`config.mk`:
```
export PLATFORM = sky130hd
export DESIGN_NAME = rst_seq_ctrl
export DESIGN_NICKNAME = d
export VERILOG_FILES = /design/src/rtl/rst_seq_ctrl.sv
export SDC_FILE = /design/constraint.sdc
export NUM_CORES = 1
export LEC_CHECK = 0
export ABC_AREA = 1
export CAP_MARGIN = 0
export CORE_AREA = 4 4 77 79
export CTS_CLUSTER_SIZE = 20
export DETAILED_ROUTE_END_ITERATION = 8
export DIE_AREA = 0 0 81 83
export PLACE_DENSITY = 0.54
export SYNTH_ARGS = -nofsm -noshare
export SYNTH_HDL_FRONTEND = slang
export SYNTH_SLANG_ARGS = --single-unit
```
`constraint.sdc`:
```
create_clock -name clk_i -period 3.26 [get_ports clk_i]
set_input_delay 0.326 -clock clk_i [delete_from_list [all_inputs] [get_ports clk_i]]
set_output_delay 0.326 -clock clk_i [all_outputs]
set_load 0.02 [all_outputs]
```
`src/rtl/rst_seq_ctrl.sv`:
```
// Reset sequencer: qualifies clock lock, then releases per-domain active-low
// resets in index order with fixed spacing; services software reset requests.
module rst_seq_ctrl #(
  parameter int NumDomains = 4,
  parameter int StageDelay = 16,
  parameter int LockFilter = 8,
  parameter int SwRstHold  = 32
) (
  input  logic                  clk_i,
  input  logic                  rst_ni,
  input  logic                  lock_i,
  input  logic                  sw_rst_req_i,
  output logic [NumDomains-1:0] rst_no,
  output logic                  seq_done_o,
  output logic                  busy_o,
  output logic                  sw_rst_ack_o
);

  localparam int MaxA   = (LockFilter > StageDelay) ? LockFilter : StageDelay;
  localparam int MaxCnt = (MaxA > SwRstHold) ? MaxA : SwRstHold;
  localparam int CntW   = $clog2(MaxCnt + 1);
  localparam int IdxW   = $clog2(NumDomains) + 1;

  typedef enum logic [1:0] {
    WAIT_LOCK,
    RELEASE,
    RUN,
    HOLD
  } state_e;

  state_e                state_q, state_d;
  logic [CntW-1:0]       lock_cnt_q, lock_cnt_d;
  logic [CntW-1:0]       stage_cnt_q, stage_cnt_d;
  logic [CntW-1:0]       hold_cnt_q, hold_cnt_d;
  logic [IdxW-1:0]       idx_q, idx_d;
  logic [NumDomains-1:0] rst_q, rst_d;
  logic                  done_q, done_d;
  logic                  busy_q, busy_d;
  logic                  ack_q, ack_d;

  // Every output is computed one cycle ahead here and registered below.
  always_comb begin
    state_d     = state_q;
    lock_cnt_d  = lock_cnt_q;
    stage_cnt_d = stage_cnt_q;
    hold_cnt_d  = hold_cnt_q;
    idx_d       = idx_q;
    rst_d       = rst_q;
    done_d      = done_q;
    busy_d      = busy_q;
    ack_d       = 1'b0;

    unique case (state_q)
      WAIT_LOCK: begin
        if (!lock_i) begin
          lock_cnt_d = '0;
        end else if (lock_cnt_q == CntW'(LockFilter - 1)) begin
          lock_cnt_d  = '0;
          stage_cnt_d = '0;
          rst_d       = '0;
          rst_d[0]    = 1'b1;
          if (NumDomains == 1) begin
            state_d = RUN;
            done_d  = 1'b1;
            busy_d  = 1'b0;
          end else begin
            state_d = RELEASE;
            idx_d   = IdxW'(1);
          end
        end else begin
          lock_cnt_d = lock_cnt_q + 1'b1;
        end
      end

      RELEASE, RUN: begin
        // Lock loss outranks a software request and suppresses its ack.
        if (!lock_i) begin
          state_d    = WAIT_LOCK;
          lock_cnt_d = '0;
          rst_d      = '0;
          done_d     = 1'b0;
          busy_d     = 1'b1;
        end else if (sw_rst_req_i) begin
          state_d    = HOLD;
          hold_cnt_d = '0;
          rst_d      = '0;
          done_d     = 1'b0;
          busy_d     = 1'b1;
          ack_d      = 1'b1;
        end else if (state_q == RELEASE) begin
          if (stage_cnt_q == CntW'(StageDelay - 1)) begin
            stage_cnt_d = '0;
            for (int i = 0; i < NumDomains; i++) begin
              if (idx_q == IdxW'(i)) rst_d[i] = 1'b1;
            end
            idx_d = idx_q + 1'b1;
            if (idx_q == IdxW'(NumDomains - 1)) begin
              state_d = RUN;
              done_d  = 1'b1;
              busy_d  = 1'b0;
            end
          end else begin
            stage_cnt_d = stage_cnt_q + 1'b1;
          end
        end
      end

      HOLD: begin
        if (hold_cnt_q == CntW'(SwRstHold - 1)) begin
          state_d    = WAIT_LOCK;
          hold_cnt_d = '0;
          lock_cnt_d = '0;
        end else begin
          hold_cnt_d = hold_cnt_q + 1'b1;
        end
      end

      default: begin
        state_d = WAIT_LOCK;
        rst_d   = '0;
        done_d  = 1'b0;
        busy_d  = 1'b1;
      end
    endcase
  end

  always_ff @(posedge clk_i or negedge rst_ni) begin
    if (!rst_ni) begin
      state_q     <= WAIT_LOCK;
      lock_cnt_q  <= '0;
      stage_cnt_q <= '0;
      hold_cnt_q  <= '0;
      idx_q       <= '0;
      rst_q       <= '0;
      done_q      <= 1'b0;
      busy_q      <= 1'b1;
      ack_q       <= 1'b0;
    end else begin
      state_q     <= state_d;
      lock_cnt_q  <= lock_cnt_d;
      stage_cnt_q <= stage_cnt_d;
      hold_cnt_q  <= hold_cnt_d;
      idx_q       <= idx_d;
      rst_q       <= rst_d;
      done_q      <= done_d;
      busy_q      <= busy_d;
      ack_q       <= ack_d;
    end
  end

  assign rst_no       = rst_q;
  assign seq_done_o   = done_q;
  assign busy_o       = busy_q;
  assign sw_rst_ack_o = ack_q;

endmodule

```
# Yosys cells after proc, flatten, opt, wreduce, memory -nomap -nowiden
# Index checks and enable logic that the tools add are counted.
# totals
reg_bits,30
input_bits,4
# op_classes
n_addsub,4
eq_ne,27
n_mux,55
n_reduce_logical,15
# ops
cell,count
$mux 6,13
$reduce_and 6->1,6
$mux 4,6
$ne 4x4->1 const B,6
$pmux 6 s2,2
$add 6x1->6 const B,3
$mux 3,6
$ne 2x2->1 const B,9
$pmux 6 s3,1
$mux 1,16
$mux 2,8
$ne 3x1->1 const B,3
$pmux 4 s2,1
$reduce_and 7->1,1
$eq 3x2->1 const B,2
$eq 6x3->1 const B,1
$eq 6x4->1 const B,1
$eq 6x5->1 const B,1
$pmux 2 s3,1
$pmux 3 s2,1
$eq 2x2->1 const B,2
$reduce_and 4->1,1
$reduce_bool 2->1,2
$add 3x1->3 const B,1
7 further kinds,7

# Logic depth before layout (Yosys ltp)
# Gate-level depths: netlist of the first run.
# logic_depth
word_depth,7
depth_mapped,11

# Worst setup path before layout of the first run
# Ideal clock, no wire load.
# synth_path
kind,flip-flop to flip-flop
startpoint,register state_q[0]
endpoint,register hold_cnt_q[3]
setup_time_ns,0.119
t_arrival_ns,1.492
slack_ns,1.649
path_stages_with_launch,11
n_path_buf,1
synth_period_minus_slack_ns,1.611
cell_sequence,dfrtp_1 -> inv_1 -> ha_1 -> buf_2 -> nand2_4 -> inv_2 -> nand2_4 -> nand2_4 -> nand2_2 -> xor2_1 -> nor2_2
# synth_via
elab_chain_len,4
word_cells_on_any_way,9
cone_classes,eq/ne (5); mux (1); reduce/logical (3)
# synth_rtl
item,line_no,rtl
from (decl),31,"state_e state_q, state_d;"
from (signal assigned),139,state_q <= state_d;
$eq 2x1->1 or $eq 2x2->1 (tied branches),53,unique case (state_q)
$reduce_or 2->1,53,
$ne 2x2->1 (no source line) or $reduce_bool 2->1 (tied branches),--,
$reduce_and 3->1 (no source line),--,
to (signal assigned),142,hold_cnt_q <= hold_cnt_d;
to (decl),34,"logic [CntW-1:0] hold_cnt_q, hold_cnt_d;"
# Several ways; a longest one is shown, not always the timed one.
# A chain may end at the register's enable or synchronous reset.

# Worst setup path in the final report of the first run
# layout_path
startpoint,register state_q[1]
endpoint,register stage_cnt_q[4]
# layout_via
elab_chain_len,4
word_cells_on_any_way,12
cone_classes,eq/ne (7); mux (1); reduce/logical (4)
# layout_rtl
item,line_no,rtl
$eq 2x1->1 or $eq 2x2->1 (tied branches),"53, 90",
$reduce_or 2->1,53,
$ne 2x2->1 (no source line) or $reduce_bool 2->1 (tied branches),--,
$reduce_and 6->1 (no source line),--,
to (signal assigned),141,stage_cnt_q <= stage_cnt_d;
to (decl),33,"logic [CntW-1:0] stage_cnt_q, stage_cnt_d;"
# Several ways; a longest one is shown, not always the timed one.

==> results of run 1 <==
[worst max path at each step]
stage / to / start / slack (ps) / depth (start not counted)
floorplan: hold_cnt_q[3]$_DFFE_PN0P_ / state_q[0]$_DFFE_PN0P_ / 1650 / 10
global placement: stage_cnt_q[4]$_DFFE_PN0P_ / state_q[0]$_DFFE_PN0P_ / 1330 / 7
detailed placement: stage_cnt_q[4]$_DFFE_PN0P_ / state_q[1]$_DFFE_PN0P_ / 1200 / 7
CTS: stage_cnt_q[4]$_DFFE_PN0P_ / state_q[0]$_DFFE_PN0P_ / 1200 / 7
global route: stage_cnt_q[5]$_DFFE_PN0P_ / state_q[0]$_DFFE_PN0P_ / 950 / 7
finish: stage_cnt_q[4]$_DFFE_PN0P_ / state_q[1]$_DFFE_PN0P_ / 1230 / 7
[power by group through the flow]
stage	registers (µW)	logic [µW]	clock network, µW
after floorplan	536	566	0
after global placement	523	744	0
after detailed placement	524	755	0
after CTS	517	758	328
after global routing	531	865	345
final	516	744	313
[through the flow]
stage / setup WS, ps / std cells / util [%] / hold slack (ps)
finish: 1230 / 342 / 41.2 / 433
global route: 951 / 342 / 41.2 / 475
CTS: 1200 / 342 / 41.2 / 449
detailed placement: 1200 / 334 / 39.5 / 459
global placement: 1330 / 334 / 39.5 / 452
floorplan: 1650 / 253 / - / 30.4
[cell families (layout without fill, tap and decap cells)]
logic type               count (synthesis)  in the layout  share of synthesized area [%]
flip-flops                              30             30                           39.0
AO/OA/AOI/OAI                           27             27                           8.90
adder cells (fa/ha/maj)                 15             15                           9.74
AND/OR/NAND/NOR                        141            141                           33.6
XOR/XNOR                                 2              2                          0.909
buffers and inverters                   38             55                           7.86
[cell type report]
cell class / instances / area share, %
Multi-Input combinational cell: 185 / 46.5
Clock buffer: 7 / 3.92
Clock inverter: 1 / 0.228
Sequential cell: 30 / 34.2
Tap cell: 72 / 4.10
Inverter: 36 / 6.14
Timing Repair Buffer: 11 / 4.89
[registers in the layout, summed over array words and instances (netlist names)]
signal,count
rst_no,4
busy_o,1
lock_cnt_q,6
hold_cnt_q,6
idx_q,3
stage_cnt_q,6
state_q,2
seq_done_o,1
sw_rst_ack_o,1
[synth_stat cells, drive strengths merged]
master   n
nand4    7
nor2    20
dfstp    1
buf      2
o21bai   1
xnor2    1
nand3b   2
nor3     2
o21ai   20
inv     36
nand2   92
nand3   18
xor2     1
a21oi    6
dfrtp   29
ha      15
[routing by layer]
layer	part of all wire, %	GRT usage, %
met1	49	17.0
met2	46	19.4
met3	3.2	2.93
met4	1.5	4.15
met5	0	0
[worst register-to-register path: stages, from the launching register on]
cell	delay, ps
dfrtp_1	430
inv_1	110
ha_1	570
inv_1	180
a21oi_2	200
nor2_1	70
nand3_2	220
o21ai_0	130
==> results.sh, run 1 <==
export IMPL_outcome="finished clean"
export IMPL_vias=1536
export IMPL_reg2reg_from="state_q[1]$_DFFE_PN0P_"
export IMPL_hp_class="in -> async"
export IMPL_pwr_share_comb_pct=47.3
export IMPL_grt_ovfl_total=0
export IMPL_avgSynthCellArea_um2=7.62
export IMPL_path_delay_family="adder cells"
export IMPL_mappedNetlistArea_mm2=0.00193
export IMPL_place_gp_congestion=0.768
export IMPL_setup_tns_ps=0
export IMPL_slowest_stage="ha_1"
export IMPL_cts_tree="yes"
export IMPL_path_class="reg -> reg"
export IMPL_final_period_utilization_pct=62.2
export IMPL_cts_resized=0
export IMPL_cts_root_buf="clkbuf_8"
export IMPL_core_area_mm2=0.00534
export IMPL_drc=0
export IMPL_antenna_left=0
export IMPL_dp_hpwl_um=2770
export IMPL_initialDrtViolationCount=84
export IMPL_cts_path_max_buffers=2
export IMPL_path_max_fanout=12
export IMPL_drt_total_wl_um=3640
export IMPL_grt_pass1_vias=1515
export IMPL_worstMarginPinSlew_ps=434
export IMPL_critPathRequiredTime_ps=3420
export IMPL_io_pins=11
export IMPL_grt_usage_pct=12.5
export IMPL_intPower_uw=870
export IMPL_post_cts_buffers=0
export IMPL_crit_path_end_kind="flop"
export IMPL_dieArea_mm2=0.00672
export IMPL_fin_skew_ps=8.58
export IMPL_fin_area_mm2=0.00220
export IMPL_maxCapViolations=0
export IMPL_seq_power_share_pct=32.8
export IMPL_drive_above_1_share_pct=13.0
export IMPL_routedWlPerCell_um=10.6
export IMPL_yosys_top_cells_area="dfrtp_1 38%, nand2_1 16%, ha_1 9.7%, inv_1 6.2%, nand3_1 3.6%"
export IMPL_start_util_pct=36.1
export IMPL_ff2ff_path_depth=7
export IMPL_clkSinkCount=30
export IMPL_p_leak_uw=0.00112
export IMPL_synth_warnings=0
export IMPL_cpMostUsedCell="inv_1"
export IMPL_final_cell_mix="84 x nand2_1, 32 x inv_1, 29 x dfrtp_1"
export IMPL_yosysTopAreaCell="dfrtp_1"
export IMPL_peakVddDrop_mv=0.312
export IMPL_p_per_area_mw_per_mm2=715
export IMPL_fmax_mhz=493
export IMPL_die_w_um=81
export IMPL_grt_max_degree=31
export IMPL_cp_cell_sequence="inv_1 -> ha_1 -> inv_1 -> a21oi_2 -> nor2_1 -> nand3_2 -> o21ai_0"
export IMPL_max_slew_margin_pct=71.1
export IMPL_multi_input_area_mm2=0.00102
export IMPL_sw_frac_of_total_pct=44.7
export IMPL_hold_violations=0
export IMPL_register_area_um2=752
export IMPL_antenna_found_initial=0
export IMPL_numCtsBuffers=5
export IMPL_synth_top_area_share_pct=37.7
export IMPL_placementRows=27
export IMPL_clk_pin_slew_ps=70
export IMPL_worstPathArrival_ps=2180
export IMPL_die_h_um=83
export IMPL_critPathLaunchType="flop"
export IMPL_h_tree_depth=2
export IMPL_maxSlewViolCount=0
export IMPL_worstSkewPairLatency_ps=280
export IMPL_power_uw=1570
export IMPL_fin_nets=288
export IMPL_critical_path_max_stage_delay_ps=570
export IMPL_placed_cell_area_mm2=0.00211
export IMPL_syn_to_final_growth_pct=14.2
export IMPL_rsz0062_at_grt="false"
export IMPL_fillCellCount=587
export IMPL_grt_pass1_wl_um=6690
export IMPL_routed_via_density=4.49
export IMPL_post_route_min_period_ps=2030
export IMPL_reg2reg_slack_ps=1230
export IMPL_syn_num_nets=272
export IMPL_hold_buffers=0
export IMPL_synth_distinct_cells=27
export IMPL_crit_buf_inv=2
export IMPL_port_buffers=10
export IMPL_antennaDiodeCount=0
export IMPL_ys_seq_elements=30
export IMPL_yosysSeqAreaShare_pct=39.0
export IMPL_synthCells=253
export IMPL_dr_pass1_iters=4
export IMPL_setup_viol=0
export IMPL_worstReg2RegEnd="stage_cnt_q[4]$_DFFE_PN0P_"
export IMPL_p_clk_share_pct=19.9
export IMPL_p_sw_uw=702
export IMPL_mostFrequentLayoutCell="nand2_1"
No activity file was read; power rests on OpenSTA's default activity.
==> inputs of run 2 (changes only) <==
- PLACE_DENSITY: 0.54 -> 0.56
- clock period: 3.26 -> 1.6 ns (I/O delays scaled with it)
==> run 2 against run 1 <==
Critical path depth increased by 2. Via count increased by 7.3%. Total power increased by 140%. Clock skew decreased by 4.7 ps. Die area unchanged. Design area increased by 12%. Core utilization increased by 5.0 points. Critical endpoint is now rst_no[3]$_DFFE_PN0P_. Largest cell class unchanged. Largest power group unchanged.
==> results.sh, run 2 (synthesized netlist as in run 1, its figures left out) <==
export IMPL_outcome="finished clean"
export IMPL_path_class="reg -> reg"
export IMPL_max_slew_margin_pct=74.8
export IMPL_fmax_mhz=655
export IMPL_die_w_um=81
export IMPL_worstPathArrival_ps=1700
export IMPL_antenna_left=0
export IMPL_routedWlPerCell_um=11.2
export IMPL_worstSkewPairLatency_ps=280
export IMPL_grt_max_degree=21
export IMPL_clk_pin_slew_ps=70
export IMPL_drc=0
export IMPL_routed_via_density=4.55
export IMPL_critPathRequiredTime_ps=1780
export IMPL_setup_viol=0
export IMPL_p_per_area_mw_per_mm2=1560
export IMPL_hold_violations=0
export IMPL_peakVddDrop_mv=0.748
export IMPL_final_cell_mix="78 x nand2_1, 30 x inv_1, 29 x dfrtp_1"
export IMPL_dr_pass1_iters=4
export IMPL_critPathLaunchType="flop"
export IMPL_grt_usage_pct=13.4
export IMPL_grt_pass1_vias=1608
export IMPL_clkSinkCount=30
export IMPL_placed_cell_area_mm2=0.00224
export IMPL_port_buffers=10
export IMPL_place_gp_congestion=0.785
export IMPL_final_core_util_pct=46.2
export IMPL_fin_nets=308
export IMPL_antenna_found_initial=0
export IMPL_hold_buffers=0
export IMPL_placementRows=27
export IMPL_crit_start="state_q[0]$_DFFE_PN0P_"
export IMPL_reg2reg_from="state_q[0]$_DFFE_PN0P_"
export IMPL_p_leak_uw=0.00123
export IMPL_maxCapViolations=0
export IMPL_drive_above_1_share_pct=24.8
export IMPL_antennaDiodeCount=0
export IMPL_drt_total_wl_um=4050
export IMPL_power_uw=3840
export IMPL_mostFrequentLayoutCell="nand2_1"
export IMPL_dp_hpwl_um=3010
export IMPL_rsz0062_at_grt="true"
export IMPL_finalWorstSetupSlack_ps=72.7
export IMPL_critPathCapture="rst_no[3]$_DFFE_PN0P_"
export IMPL_dieArea_mm2=0.00672
export IMPL_io_pins=11
export IMPL_final_period_utilization_pct=95.5
export IMPL_syn_to_final_growth_pct=28.0
export IMPL_worstReg2RegEnd="rst_no[3]$_DFFE_PN0P_"
export IMPL_h_tree_depth=2
export IMPL_fin_area_mm2=0.00247
export IMPL_vias=1648
export IMPL_worstMarginPinSlew_ps=377
export IMPL_numCtsBuffers=5
export IMPL_maxSlewViolCount=0
export IMPL_grt_pass1_wl_um=7040
export IMPL_initialDrtViolationCount=54
export IMPL_die_h_um=83
export IMPL_start_util_pct=36.1
export IMPL_top_regs="hold_cnt_q: 6 flops, lock_cnt_q: 6 flops, stage_cnt_q: 6 flops"
export IMPL_path_max_fanout=5
export IMPL_core_area_mm2=0.00534
export IMPL_reg2reg_slack_ps=70
export IMPL_cts_root_buf="clkbuf_8"
export IMPL_fin_skew_ps=3.90
export IMPL_post_route_min_period_ps=1530
export IMPL_cts_tree="yes"
export IMPL_cts_path_max_buffers=2
export IMPL_crit_path_end_kind="flop"
export IMPL_ff2ff_path_depth=9
export IMPL_post_place_ws_ps=-91.1
export IMPL_grt_ovfl_total=0
export IMPL_hp_class="in -> async"
-- run 2: cell count changes in the layout (fill, tap and decap cells not counted), moves of 3 or more --
| cell | delta |
|---|---|
| ha_1 | -3 |
| nand2_1 | -6 |
| buf_4 | +19 |
| nand2_2 | +4 |
| nor2_1 | -3 |
-- run 2: stage by stage --
stage               instances  hold slack, ps  setup TNS [ps]
global route              362             225            -284
floorplan                 253            -136               0
CTS                       359             199               0
finish                    362             200               0
detailed placement        351             456            -534
global placement          351             451            -290
-- run 2: what timing repair did --
item / 4_1_cts / 5_1_grt
setup endpoints to repair: 6 / 24
buffers inserted: 0 / 3
resized for setup: 2 / 24
pin swaps: 0 / 9
-- run 2: worst min-delay path by stage --
| stage | to | start | depth (start not counted) |
|---|---|---|---|
| 6_report | sw_rst_ack_o$_DFF_PN0_ | rst_ni | 2 |
| 5_1_grt | rst_no[0]$_DFFE_PN0P_ | rst_ni | 2 |
| 4_1_cts | sw_rst_ack_o$_DFF_PN0_ | rst_ni | 2 |
| 3_5_place_dp | busy_o$_DFFE_PN1P_ | busy_o$_DFFE_PN1P_ | 2 |
| 3_3_place_gp | busy_o$_DFFE_PN1P_ | busy_o$_DFFE_PN1P_ | 2 |
| 2_1_floorplan | hold_cnt_q[0]$_DFFE_PN0P_ | rst_ni | 0 |
-- run 2: critical path, stage by stage (launching register included) --
cell	delay, ps
dfrtp_1	360
inv_2	60
buf_4	140
ha_1	210
nand3_1	100
nand2_2	70
a21oi_2	230
nand3_1	130
nand2_1	70
nand2_1	40
-- run 2: layer usage --
metal | global-route usage (%) | vias up | routed length, µm
met5 | 0 | - | 0
met4 | 5.07 | 0 | 34
met3 | 4.12 | 2 | 124
met2 | 21.4 | 17 | 1950
met1 | 16.9 | 762 | 1940
li1 | - | 867 | -
-- run 2: layout make-up --
cell class / instances / area (µm²)
Fill cell: 568 / 2870
Clock buffer: 8 / 110
Inverter: 36 / 135
Tap cell: 72 / 90.1
Multi-Input combinational cell: 185 / 1110
Timing Repair Buffer: 31 / 264
Sequential cell: 30 / 752
-- run 2: report_power, final --
group          internal (µW)  leakage [µW]  switching, µW  total, µW
combinational            856      0.000769           1220       2080
clock                    434     0.0000575            299        733
sequential               914      0.000404            115       1030
total                   2200       0.00123           1640       3840
==> inputs of run 3 (changes only) <==
- CTS_CLUSTER_SIZE: 20 -> 28
- PLACE_DENSITY: 0.56 -> 0.54
- clock period: 1.6 -> 1.9 ns (I/O delays scaled with it)
==> run 3 against run 2 <==
Fmax down 14%. Critical path depth down 1. Largest cell class unchanged. Clock skew up 0.91 ps. Setup slack better by 52 ps. Register-to-register slack better by 50 ps.
==> results.sh, run 3 (synthesized netlist as in run 1, its figures left out) <==
export IMPL_sw_frac_of_total_pct=45.0
export IMPL_vias=1577
export IMPL_grt_pass1_wl_um=6910
export IMPL_hold_buffers=0
export IMPL_final_cell_mix="84 x nand2_1, 32 x inv_1, 28 x dfrtp_1"
export IMPL_dieArea_mm2=0.00672
export IMPL_placed_cell_area_mm2=0.00212
export IMPL_p_leak_uw=0.00114
export IMPL_initialDrtViolationCount=38
export IMPL_setup_tns_ps=0
export IMPL_die_h_um=83
export IMPL_fin_skew_ps=4.81
export IMPL_io_pins=11
export IMPL_drc=0
export IMPL_fmax_mhz=563
export IMPL_critPathRequiredTime_ps=2070
export IMPL_placementRows=27
export IMPL_routedWlPerCell_um=11.0
export IMPL_worstPathArrival_ps=1950
export IMPL_mostFrequentLayoutCell="nand2_1"
export IMPL_dr_pass1_iters=4
export IMPL_p_sw_uw=1260
export IMPL_worstMarginPinSlew_ps=390
export IMPL_drive_above_1_share_pct=14.7
export IMPL_path_delay_family="simple AND/OR/NAND/NOR gates"
export IMPL_peakVddDrop_mv=0.623
export IMPL_placed_cells=336
export IMPL_grt_usage_pct=12.8
export IMPL_cp_cell_sequence="inv_1 -> ha_1 -> inv_1 -> a21oi_2 -> nor2_2 -> nand3_2 -> nand2_1 -> o21ai_2"
export IMPL_cts_resized=0
export IMPL_clkSinkCount=30
export IMPL_top_regs="hold_cnt_q: 6 flops, lock_cnt_q: 6 flops, stage_cnt_q: 6 flops"
export IMPL_clk_pin_slew_ps=70
export IMPL_hold_violations=0
export IMPL_max_slew_margin_pct=74.0
export IMPL_core_area_mm2=0.00534
export IMPL_fin_nets=291
export IMPL_maxSlewViolCount=0
export IMPL_crit_path_end_kind="flop"
export IMPL_start_util_pct=36.1
export IMPL_path_class="reg -> reg"
export IMPL_h_tree_depth=2
export IMPL_fillCellCount=595
export IMPL_slowest_stage="dfrtp_2"
export IMPL_antennaDiodeCount=0
export IMPL_antenna_found_initial=0
export IMPL_port_buffers=10
export IMPL_hp_class="in -> async"
export IMPL_antenna_left=0
export IMPL_maxCapViolations=0
export IMPL_die_w_um=81
export IMPL_place_gp_congestion=0.773
export IMPL_grt_pass1_vias=1581
export IMPL_routed_via_density=4.57
export IMPL_cts_tree="yes"
export IMPL_setup_viol=0
export IMPL_dp_hpwl_um=2840
export IMPL_register_area_um2=753
export IMPL_fin_area_mm2=0.00224
export IMPL_final_core_util_pct=41.9
export IMPL_post_route_min_period_ps=1780
export IMPL_grt_max_degree=31
export IMPL_drt_total_wl_um=3800
export IMPL_final_period_utilization_pct=93.4
export IMPL_seq_power_share_pct=31.5
export IMPL_grt_ovfl_total=0
export IMPL_p_per_area_mw_per_mm2=1250
export IMPL_cts_root_buf="clkbuf_8"
export IMPL_critPathLaunchType="flop"
export IMPL_path_max_fanout=6
export IMPL_post_cts_buffers=0
export IMPL_cpMostUsedCell="inv_1"
export IMPL_intPower_uw=1540
export IMPL_worstSkewPairLatency_ps=280
export IMPL_rsz0062_at_grt="true"
export IMPL_outcome="finished clean"
export IMPL_crit_buf_inv=2
export IMPL_multi_input_area_mm2=0.00104
export IMPL_p_clk_share_pct=19.1
export IMPL_syn_to_final_growth_pct=16.0
export IMPL_numCtsBuffers=5
export IMPL_timing_hold_ws_ps=300
export IMPL_pwr_share_comb_pct=49.4
export IMPL_fin_cells=345
export IMPL_critical_path_max_stage_delay_ps=440
export IMPL_cts_path_max_buffers=2
run 3: changes by cell type in the layout (fill, tap and decap cells not counted), moves of 2 or more:
cell	before	now
buf_4	20	3
nand2_1	78	84
nand2_2	9	5
ha_1	12	15
clkbuf_8	8	6
ha_2	2	0
inv_1	30	32
inv_2	6	4
nand2_8	2	0
nor2_1	14	16
o21ai_0	9	11
o21ai_1	6	4
run 3: worst paths after layout:
| check | start | to | slack, ps | depth (start not counted) |
|---|---|---|---|---|
| worst min-delay path | rst_ni | stage_cnt_q[2]$_DFFE_PN0P_ | 300 | 2 |
| min in group clk_i | busy_o$_DFFE_PN1P_ | busy_o$_DFFE_PN1P_ | 460 | 2 |
| worst max-delay path | state_q[0]$_DFFE_PN0P_ | stage_cnt_q[2]$_DFFE_PN0P_ | 120 | 8 |
| max in group asynchronous | rst_ni | busy_o$_DFFE_PN1P_ | 1280 | 2 |
| worst min register to register | busy_o$_DFFE_PN1P_ | busy_o$_DFFE_PN1P_ | 460 | 2 |
| worst max register to register | state_q[0]$_DFFE_PN0P_ | stage_cnt_q[2]$_DFFE_PN0P_ | 120 | 8 |
run 3: stage by stage:
step / setup slack [ps] / total power [µW]
after floorplan: 289 / 1890
after global placement: 141 / 2210
after detailed placement: 54.9 / 2230
after CTS: 50.2 / 2800
after global routing: 2.02 / 3090
final: 125 / 2800
run 3: power groups by stage:
stage	combinational [µW]	clock (µW)	sequential [µW]
6_report	1380	536	882
5_1_grt	1590	584	908
4_1_cts	1340	568	883
3_5_place_dp	1340	0	892
3_3_place_gp	1320	0	890
2_1_floorplan	971	0	920
run 3: final cells by class:
cell class / instances / area share [%]
repair buffers: 13 / 5.48
flip-flops and latches: 30 / 33.7
clock inverters: 1 / 0.224
inverters: 36 / 6.04
well taps: 72 / 4.03
clock buffers: 7 / 3.86
multi-input cells: 186 / 46.7
run 3: routing by layer:
layer	up-vias	routed length [µm]	track usage [%]
li1	839	-	-
met1	715	1890	17.2
met2	21	1740	20.0
met3	2	144	3.25
met4	0	23	4.30
met5	-	0	0
run 3: worst reg2reg max path, delay by kind of cell (launching register included):
family	cells	cell delay (ps)
AOI/OAI and AO/OA	2	120
adders and majority gates	1	310
buffers and inverters	2	290
DFF	1	440
and+or+nand+nor	3	510
